[src/rtl/event_debounce.sv]
// Raw event conditioner: synchronises an asynchronous input, debounces it and
// turns accepted transitions and long presses into single-cycle pulses.
module event_debounce #(
    parameter int SYNC_STAGES       = 2,
    parameter int DEBOUNCE_CYCLES   = 16,
    parameter int EDGE_MODE         = 0,
    parameter int LONG_PRESS_CYCLES = 0
) (
    input  logic i_clk,
    input  logic i_rst_n,
    input  logic i_enable,
    input  logic i_raw,
    output logic o_level,
    output logic o_event,
    output logic o_clear,
    output logic o_busy
);

    localparam int DCNT_W = $clog2(DEBOUNCE_CYCLES + 1);
    localparam int HCNT_W = (LONG_PRESS_CYCLES > 0) ? $clog2(LONG_PRESS_CYCLES + 1) : 1;

    if (SYNC_STAGES < 2) begin : g_bad_sync
        $error("event_debounce: SYNC_STAGES must be >= 2");
    end
    if (DEBOUNCE_CYCLES < 1) begin : g_bad_debounce
        $error("event_debounce: DEBOUNCE_CYCLES must be >= 1");
    end
    if (EDGE_MODE < 0 || EDGE_MODE > 2) begin : g_bad_edge
        $error("event_debounce: EDGE_MODE must be 0, 1 or 2");
    end
    if (LONG_PRESS_CYCLES < 0) begin : g_bad_long
        $error("event_debounce: LONG_PRESS_CYCLES must be >= 0");
    end

    typedef enum logic {
        ST_STABLE = 1'b0,
        ST_CHECK  = 1'b1
    } state_t;

    logic [SYNC_STAGES-1:0] sync_q;
    logic                   s;
    state_t                 state_q, state_d;
    logic [DCNT_W-1:0]      dcnt_q, dcnt_d;
    logic                   accept;
    logic                   level_d;
    logic                   fire;
    logic                   event_q;

    // Only the first flop of this chain ever looks at i_raw.
    always_ff @(posedge i_clk or negedge i_rst_n) begin
        if (!i_rst_n) begin
            sync_q <= '0;
        end else begin
            // NOTE: non-blocking assignments keep every flop sampling the
            // pre-edge value, which is what makes this a shift chain.
            sync_q <= {sync_q[SYNC_STAGES-2:0], i_raw};
        end
    end

    assign s = sync_q[SYNC_STAGES-1];

    always_comb begin
        // NOTE: defaults first so every path assigns every output; without
        // them the missing branches would infer latches.
        state_d = state_q;
        dcnt_d  = dcnt_q;
        accept  = 1'b0;
        case (state_q)
            ST_STABLE: begin
                if (s != o_level) begin
                    if (DEBOUNCE_CYCLES == 1) begin
                        accept = 1'b1;
                    end else begin
                        state_d = ST_CHECK;
                        dcnt_d  = DCNT_W'(1);
                    end
                end
            end
            ST_CHECK: begin
                if (s == o_level) begin
                    state_d = ST_STABLE;
                    dcnt_d  = '0;
                end else if (dcnt_q == DCNT_W'(DEBOUNCE_CYCLES - 1)) begin
                    // This sample is the DEBOUNCE_CYCLES-th consecutive one.
                    accept  = 1'b1;
                    state_d = ST_STABLE;
                    dcnt_d  = '0;
                end else begin
                    dcnt_d = dcnt_q + 1'b1;
                end
            end
            default: begin
                state_d = ST_STABLE;
                dcnt_d  = '0;
            end
        endcase
    end

    assign level_d = o_level ^ accept;

    always_comb begin
        fire = 1'b0;
        case (EDGE_MODE)
            0:       fire = accept && !o_level;
            1:       fire = accept &&  o_level;
            default: fire = accept;
        endcase
    end

    always_ff @(posedge i_clk or negedge i_rst_n) begin
        if (!i_rst_n) begin
            state_q <= ST_STABLE;
            dcnt_q  <= '0;
            o_level <= 1'b0;
            event_q <= 1'b0;
        end else begin
            state_q <= state_d;
            dcnt_q  <= dcnt_d;
            o_level <= level_d;
            // With one-sample debounce the level can flip every cycle; the
            // back-to-back guard keeps o_event a strict single-cycle pulse.
            event_q <= fire && i_enable && !event_q;
        end
    end

    assign o_event = event_q;
    assign o_busy  = (state_q == ST_CHECK);

    if (LONG_PRESS_CYCLES > 0) begin : g_long
        logic [HCNT_W-1:0] hcnt_q;
        logic              fired_q;
        logic              clear_q;

        // Counting only while the level is high now and stays high this edge
        // keeps a clear from ever landing on the same cycle as a falling event.
        always_ff @(posedge i_clk or negedge i_rst_n) begin
            if (!i_rst_n) begin
                hcnt_q  <= '0;
                fired_q <= 1'b0;
                clear_q <= 1'b0;
            end else begin
                clear_q <= 1'b0;
                if (!o_level || !level_d) begin
                    hcnt_q  <= '0;
                    fired_q <= 1'b0;
                end else if (!i_enable) begin
                    hcnt_q <= '0;
                end else if (hcnt_q != HCNT_W'(LONG_PRESS_CYCLES)) begin
                    hcnt_q <= hcnt_q + 1'b1;
                    if (hcnt_q == HCNT_W'(LONG_PRESS_CYCLES - 1) && !fired_q) begin
                        clear_q <= 1'b1;
                        fired_q <= 1'b1;
                    end
                end
            end
        end

        assign o_clear = clear_q;
    end else begin : g_no_long
        assign o_clear = 1'b0;
    end

endmodule

[config.mk]
export PLATFORM = sky130hd
export DESIGN_NAME = event_debounce
export DESIGN_NICKNAME = d
export VERILOG_FILES = /design/src/rtl/event_debounce.sv
export SDC_FILE = /design/constraint.sdc
export NUM_CORES = 1
export LEC_CHECK = 0
export ABC_AREA = 1
export CAP_MARGIN = 20
export CORE_AREA = 5 5 42 44
export DETAILED_ROUTE_END_ITERATION = 7
export DIE_AREA = 0 0 47 49
export GPL_ROUTABILITY_DRIVEN = 0
export PLACE_DENSITY = 0.65
export RECOVER_POWER = 100
export SKIP_LAST_GASP = 1
export SLEW_MARGIN = 10
export SYNTH_ARGS = -nofsm -noshare
export SYNTH_HDL_FRONTEND = slang
export SYNTH_SLANG_ARGS = --single-unit
[constraint.sdc]
create_clock -name i_clk -period 3.5 [get_ports i_clk]
set_input_delay 0.7 -clock i_clk [delete_from_list [all_inputs] [get_ports i_clk]]
set_output_delay 0.7 -clock i_clk [all_outputs]
set_load 0.02 [all_outputs]
== Word-level counts from Yosys, hierarchy flattened ==
Cells that the tools add are included.
Word-level totals
  output and inout port bits: 4
  register bits after elaboration: 10
  logic and storage cells: 28
  input port bits: 4
Operators by class
  multiplexer cells: 11
  $add $sub $neg: 1
  reductions and logical operators: 5
  eq/ne operators: 4
  bitwise gates (word level): 2
Operators with widths (number)
  5-bit two-way mux: 3
  5-bit one-hot mux with 2 select lines: 1
  1-bit two-way mux: 6
  5-bit by 1-bit adder with 5-bit output, second input constant: 1
  5-bit by 4-bit == test with 1-bit output, second input constant: 1
  1-bit logical AND: 3
  1-bit zero test: 2
  2-bit != test, second input constant: 1
  1-bit one-hot mux with 2 select lines: 1
  1-bit == test: 1
  1-bit != test: 1
  1-bit NOT: 1
  1-bit XOR: 1

== Longest topological paths before layout ==
Gate-level depths: netlist of the first run.
  depth in word-level cells: 7
  depth in mapped cells: 8
  depth with buffers taken out: 8

== Worst setup path before layout of the first run ==
OpenSTA, ideal clock, no wires.
  path type: reg2reg
  start: register dcnt_q[0]
  end: register o_level
  required time: 3.437 ns
  buffers on the path: 0
  period minus slack after synthesis: 1.260 ns
  arrival time: 1.197 ns
  cell stages (with the launch flop): 8
  slack: 2.240 ns
  library setup time: 0.063 ns
  path through: dfrtp_1 > ha_1 > nand3_2 > nor2_1 > nand2_1 > nor2_1 > ha_1 > inv_1
Between the ends
  word-level cells in the longest chain between the ends: 5
Ends and longest elaborated chain
  from (decl): line 43  | logic [DCNT_W-1:0] dcnt_q, dcnt_d;
  from (signal assigned): line 118  | dcnt_q <= dcnt_d;
  5-bit by 4-bit == test with 1-bit output: line 83  | end else if (dcnt_q == DCNT_W'(DEBOUNCE_CYCLES - 1)) begin
  1-bit two-way mux: line 83
  1-bit two-way mux: line 80  | if (s == o_level) begin
  1-bit two-way mux: line 68  | case (state_q)
  1-bit XOR: line 99  | assign level_d = o_level ^ accept;
  net level_d: line 45  | logic level_d;
  to (signal assigned): line 119  | o_level <= level_d;
  to (decl): line 13  | output logic o_level,
The timed path passes the listed nets, and every way through them passes these cells.
A chain may end at the register's enable or synchronous reset.

== Worst setup path after layout of the first run ==
  start: register state_q (netlist: o_busy)
  end: output o_busy
RTL lines
  from (decl): line 42  | state_t state_q, state_d;
  from (signal assigned): line 117  | state_q <= state_d;
  to (decl): line 16  | output logic o_busy
No word-level cell between the ends.

==> flow_summary.toml, run 1 <==
[sta]
clock_skew_ns = 0.003148
timing.final.crit_share_pct = 59.22
rsz0062_at_grt = "false"
period_needed_ns = 2.073
whs_ns = 0.3662
timing.final.setup_violations = 0
setup_tns_ns = 0
finalWorstSetupSlack_ns = 1.427
maxSlewViolCount = 0
finalHoldViolCount = 0
fmax_ghz = 0.4825

[floorplan]
die_h_um = 49
fp.coreArea_um2 = 1401
die_w_um = 47
start_util_pct = 33.30
dieArea_um2 = 2303
rows = 14
io_pins = 8

[setup_path]
required_ns = 2.80
cpPeakStageDelay_ns = 0.69
cp_max_fo = 6
r2r_start = "dcnt_q[0]"
end_kind = "primary output"
setup.worst_path.start_class = "flop"
path_buf_inv = 1
cp.arrival_ns = 1.37
worstPathCellList = "dlygate4sd3_1"
reg2reg_depth = 8
rrSetupSlack_ns = 2.10
worstReg2RegEnd = "o_event"
critPathTopFamily = "buffers and inverters"
slowest_stage = "dlygate4sd3_1"
path_class = "flop to primary output"

[placed_design]
place_inst = 75
pre_cts_slack_ns = 1.756
placed_cell_area_um2 = 539.3
dp_hpwl_um = 638.1
portBuffers = 6

[clocking]
numCtsBuffers = 3
cts.clk_slew.worst_paths_ns = 0.07
cts-resized-gates = 0
htreeDepth = 1
ctsRootBufferMaster = "clkbuf_4"
clkLatencyLatePin_ns = 0.27
cts.sinks = 10
holdBufCountCts = 0
cts_buffer_depth = 2
cts_tree = "done"
post_cts_buffers = 0

[logic_synthesis]
synth_cell_types = 16
synthAdderAreaFrac_pct = 5.362
synth-compound-area-share_pct = 2.949
synth_top_area_share_pct = 53.62
ys_seq_elements = 10
yosysSeqAreaShare_pct = 53.62
synth.most_common_cell = "nand2_1"
synth_largest_area_cell = "dfrtp_1"
synth_ff_type = "dfrtp_1"
synth_xor_area_share_pct = 1.877
synthArstFlopShare_pct = 100.0
ys_top_cells_by_area = "dfrtp_1, nand2_1, ha_1"
synth-edff-count = 0
synth_common_cells = "nand2_1, dfrtp_1, nor2_1, inv_1"
yosys.area_share.simple_pct = 28.95
yosysWarningCount = 0
synth_top_family_by_area = "simple AND/OR/NAND/NOR gates"
synthCells = 54
synth.net_count = 60
syn_area_per_cell_um2 = 8.643
synth_area_um2 = 466.7
yosys-mux-area-fraction_pct = 0

[layout]
nNetsFinal = 70
stdcell_count = 79
syn2layout_area_growth_pct = 21.72
design_area_um2 = 568.0
postLayoutCoreUtil_pct = 40.54
diodes = 0
n_fill_cell = 141
drive_gt1_share_pct = 11.11

[worst_hold_path]
worstHoldPathCells = 0
hp-class = "flop to flop"
hold_end = "sync_q[1]"
hp-start = "sync_q[0]"

[drt]
post-route-drc-count = 0
drt_pass1_iterations = 4
post_drt_wl_per_cell_um = 10.58
vias = 362
via_per_inst = 4.582
finalWirelength_um = 836
postRouteAntennaNets = 0
drt_iter0_markers = 5

[run]
cap_violations = 0

[grt]
first_global_vias = 338
grt_overflow = 0
grt.total_usage_pct = 8.162
grt_pass1_wl_mm = 1.345
antenna_found_initial = 0
grt_max_degree = 11

[status]
outcome = "finished clean"

[pwr]
power_mw = 0.2544
peakVddDrop_v = 0.0001635
p_leak_nw = 0.3069
p_per_area_nw_per_um2 = 447.8
## sequential cells by signal, indices dropped and copies added (netlist names)
name	cells
o_level	1
dcnt_q	5
o_event	1
sync_q	2
o_busy	1
## cell usage in the layout (no fill, tap or decap)
master	synthesis	layout
conb_1	1	1
ha_1	2	2
nor2_1	6	7
o21ai_2	1	1
dlygate4sd3_1	0	5
o21ai_0	1	1
nand4_1	2	2
clkbuf_8	0	1
clkdlybuf4s50_1	0	1
xnor2_1	1	1
nand2_1	18	18
inv_1	5	5
clkbuf_4	0	3
dfrtp_1	10	10
nand3_1	2	3
inv_2	1	1
nand2_2	1	1
## how the worst max path moves through the flow
| stage | slack (ns) | cells after the start | start | end |
|---|---|---|---|---|
| 2_1_floorplan | 2.24 | 7 | dcnt_q[0] | o_level |
| 3_3_place_gp | 1.77 | 1 | o_busy | o_busy |
| 3_5_place_dp | 1.76 | 1 | o_busy | o_busy |
| 4_1_cts | 1.46 | 1 | o_busy | o_busy |
| 5_1_grt | 1.36 | 1 | o_busy | o_busy |
| 6_report | 1.43 | 1 | o_busy | o_busy |
## layout make-up
cell class	instances	area (µm²)	area share, %
inverter	6	22.52	3.965
sequential	10	250.2	44.05
tap	16	20.02	3.524
timing repair buffer	6	60.06	10.57
clock buffer	4	36.28	6.388
multi-input combinational	37	178.9	31.50
## logic make-up (layout without fill, tap and decap cells)
kind of cell               after synthesis  count (layout)
and+or+nand+nor                         31              31
AOI/OAI and AO/OA                        2               2
other                                    1               1
adders and majority gates                2               2
xor gates and xnor gates                 1               1
buffers and inverters                    7              16
DFF                                     10              10
## where the power goes
group	internal, mW	switching [mW]	leakage [nW]	total, mW
combinational	0.00895	0.0120	0.157	0.0210
sequential	0.121	0.00670	0.129	0.128
clock	0.0632	0.0423	0.0210	0.106
total	0.193	0.0610	0.307	0.254
## per-layer routing
| layer | wire length [µm] | vias to the layer above | GRT usage, % |
|---|---|---|---|
| li1 | - | 185 | - |
| met1 | 403 | 169 | 9.459 |
| met2 | 395 | 8 | 12.44 |
| met3 | 38 | 0 | 4.428 |
| met4 | 0 | 0 | 2.765 |
| met5 | 0 | - | 0 |
Note: power is estimated with default switching activity, not from simulation.
==> run 2: changes to the inputs <==
PLACE_DENSITY = 0.67   (was 0.65)
clock period = 1.9 ns   (was 3.5 ns; I/O delays follow)
==> flow_summary.toml, run 2 (synthesis gave the netlist of run 1 again) <==
[status]
outcome = "finished clean"

[layout]
stdcell_count = 79
final_common_cell = "nand2_1"
syn2layout_area_growth_pct = 21.72
top_regs = "dcnt_q: 5 flops, sync_q: 2 flops"
diodes = 0
top_register = "dcnt_q"
drive_gt1_share_pct = 9.524
final_cell_mix = "nand2_1, dfrtp_1, nor2_1"
nNetsFinal = 70
largest_reg_flops = 5

[sta]
clock_skew_ns = 0.003327
timing.final.setup_violations = 0
setup_tns_ns = 0
period_needed_ns = 1.761
timing.final.crit_share_pct = 92.70
rsz0062_at_grt = "false"
fmax_ghz = 0.5678
whs_ns = 0.3716
maxSlewViolCount = 0
finalHoldViolCount = 0

[setup_path]
path_class = "flop to primary output"
slowest_stage = "dlygate4sd3_1"
worstReg2RegEnd = "o_event"
rrSetupSlack_ns = 0.49
path_buf_inv = 1
setup.worst_path.start_class = "flop"
required_ns = 1.52
end_kind = "primary output"
reg2reg_depth = 8
cp_max_fo = 6
worstPathCellList = "dlygate4sd3_1"
critPathTopFamily = "buffers and inverters"
r2r_start = "dcnt_q[0]"
cpPeakStageDelay_ns = 0.69
cp.arrival_ns = 1.38

[clocking]
clkLatencyLatePin_ns = 0.27
htreeDepth = 1
cts.sinks = 10
cts_buffer_depth = 2
cts.clk_slew.worst_paths_ns = 0.07
holdBufCountCts = 0
numCtsBuffers = 3
cts-resized-gates = 0
ctsRootBufferMaster = "clkbuf_4"
cts_tree = "done"
post_cts_buffers = 0

[floorplan]
fp.coreArea_um2 = 1401
die_h_um = 49
io_pins = 8
dieArea_um2 = 2303
die_w_um = 47
start_util_pct = 33.30
rows = 14

[grt]
first_global_vias = 319
antenna_found_initial = 0
grt.total_usage_pct = 7.670
grt_pass1_wl_mm = 1.235
grt_max_degree = 11
grt_overflow = 0

[worst_hold_path]
hold_end = "sync_q[1]"
hp-start = "sync_q[0]"
hp-class = "flop to flop"
worstHoldPathCells = 0

[placed_design]
place_inst = 75
dp_hpwl_um = 620.1
portBuffers = 6

[pwr]
p_per_area_nw_per_um2 = 823.8
peakVddDrop_v = 0.0003716
power_mw = 0.4679
p_leak_nw = 0.3065

[drt]
finalWirelength_um = 781
post-route-drc-count = 0
vias = 358
postRouteAntennaNets = 0
via_per_inst = 4.532
drt_iter0_markers = 2
drt_pass1_iterations = 2
post_drt_wl_per_cell_um = 9.886

[run]
cap_violations = 0
-- run 2: cell types whose count changed in the layout (fill, tap and decap cells not counted) --
cell / change
inv_1: +1
inv_2: -1
-- run 2: metrics by stage --
stage	setup WS (ns)	instance area [µm²]	utilization [%]
detailed placement	0.4715	539.3	38.48
CTS	0.1715	575.6	41.07
finish	0.1387	568.0	40.54
global route	0.08256	568.0	40.54
floorplan	0.6399	466.7	-
global placement	0.4870	539.3	38.48
-- run 2: worst max path at each step --
stage | from | to | slack (ns) | cells past startpoint
6_report | o_busy | o_busy | 0.14 | 1
2_1_floorplan | dcnt_q[0] | o_level | 0.64 | 7
5_1_grt | o_busy | o_busy | 0.08 | 1
3_3_place_gp | o_busy | o_busy | 0.49 | 1
4_1_cts | o_busy | o_busy | 0.17 | 1
3_5_place_dp | o_busy | o_busy | 0.47 | 1
-- run 2: power breakdown --
part / switching, mW / total [mW] / internal, mW / leakage (nW)
Clock: 0.0787 / 0.195 / 0.116 / 0.0210
Combinational: 0.0216 / 0.0381 / 0.0165 / 0.156
Sequential: 0.0113 / 0.235 / 0.223 / 0.129
-- run 2: area by class of cell --
class / instances / area (µm²)
inverters: 6 / 22.52
fillers: 151 / 833.3
well taps: 16 / 20.02
multi-input cells: 37 / 178.9
repair buffers: 6 / 60.06
clock buffers: 4 / 36.28
flip-flops and latches: 10 / 250.2
-- run 2: worst register-to-register path, cell delays in order (launching register included) --
cell,delay (ns)
dfrtp_1,0.40
ha_1,0.21
nand3_1,0.12
nor2_1,0.14
nand2_1,0.09
nor2_1,0.10
ha_1,0.16
nand2_1,0.05
nor2_1,0.08
-- run 2: routing by layer --
layer | GRT usage, % | part of all wire, % | up-vias
li1 | - | - | 182
met1 | 8.352 | 46 | 167
met2 | 10.86 | 45 | 9
met3 | 6.273 | 8.6 | 0
met4 | 2.765 | 0 | 0
met5 | 0 | 0 | -
==> run 3: changes to the inputs <==
SLEW_MARGIN = 20   (was 10)
==> results of run 3 <==
Final layout, timing and power as in run 2 (identical DEF).
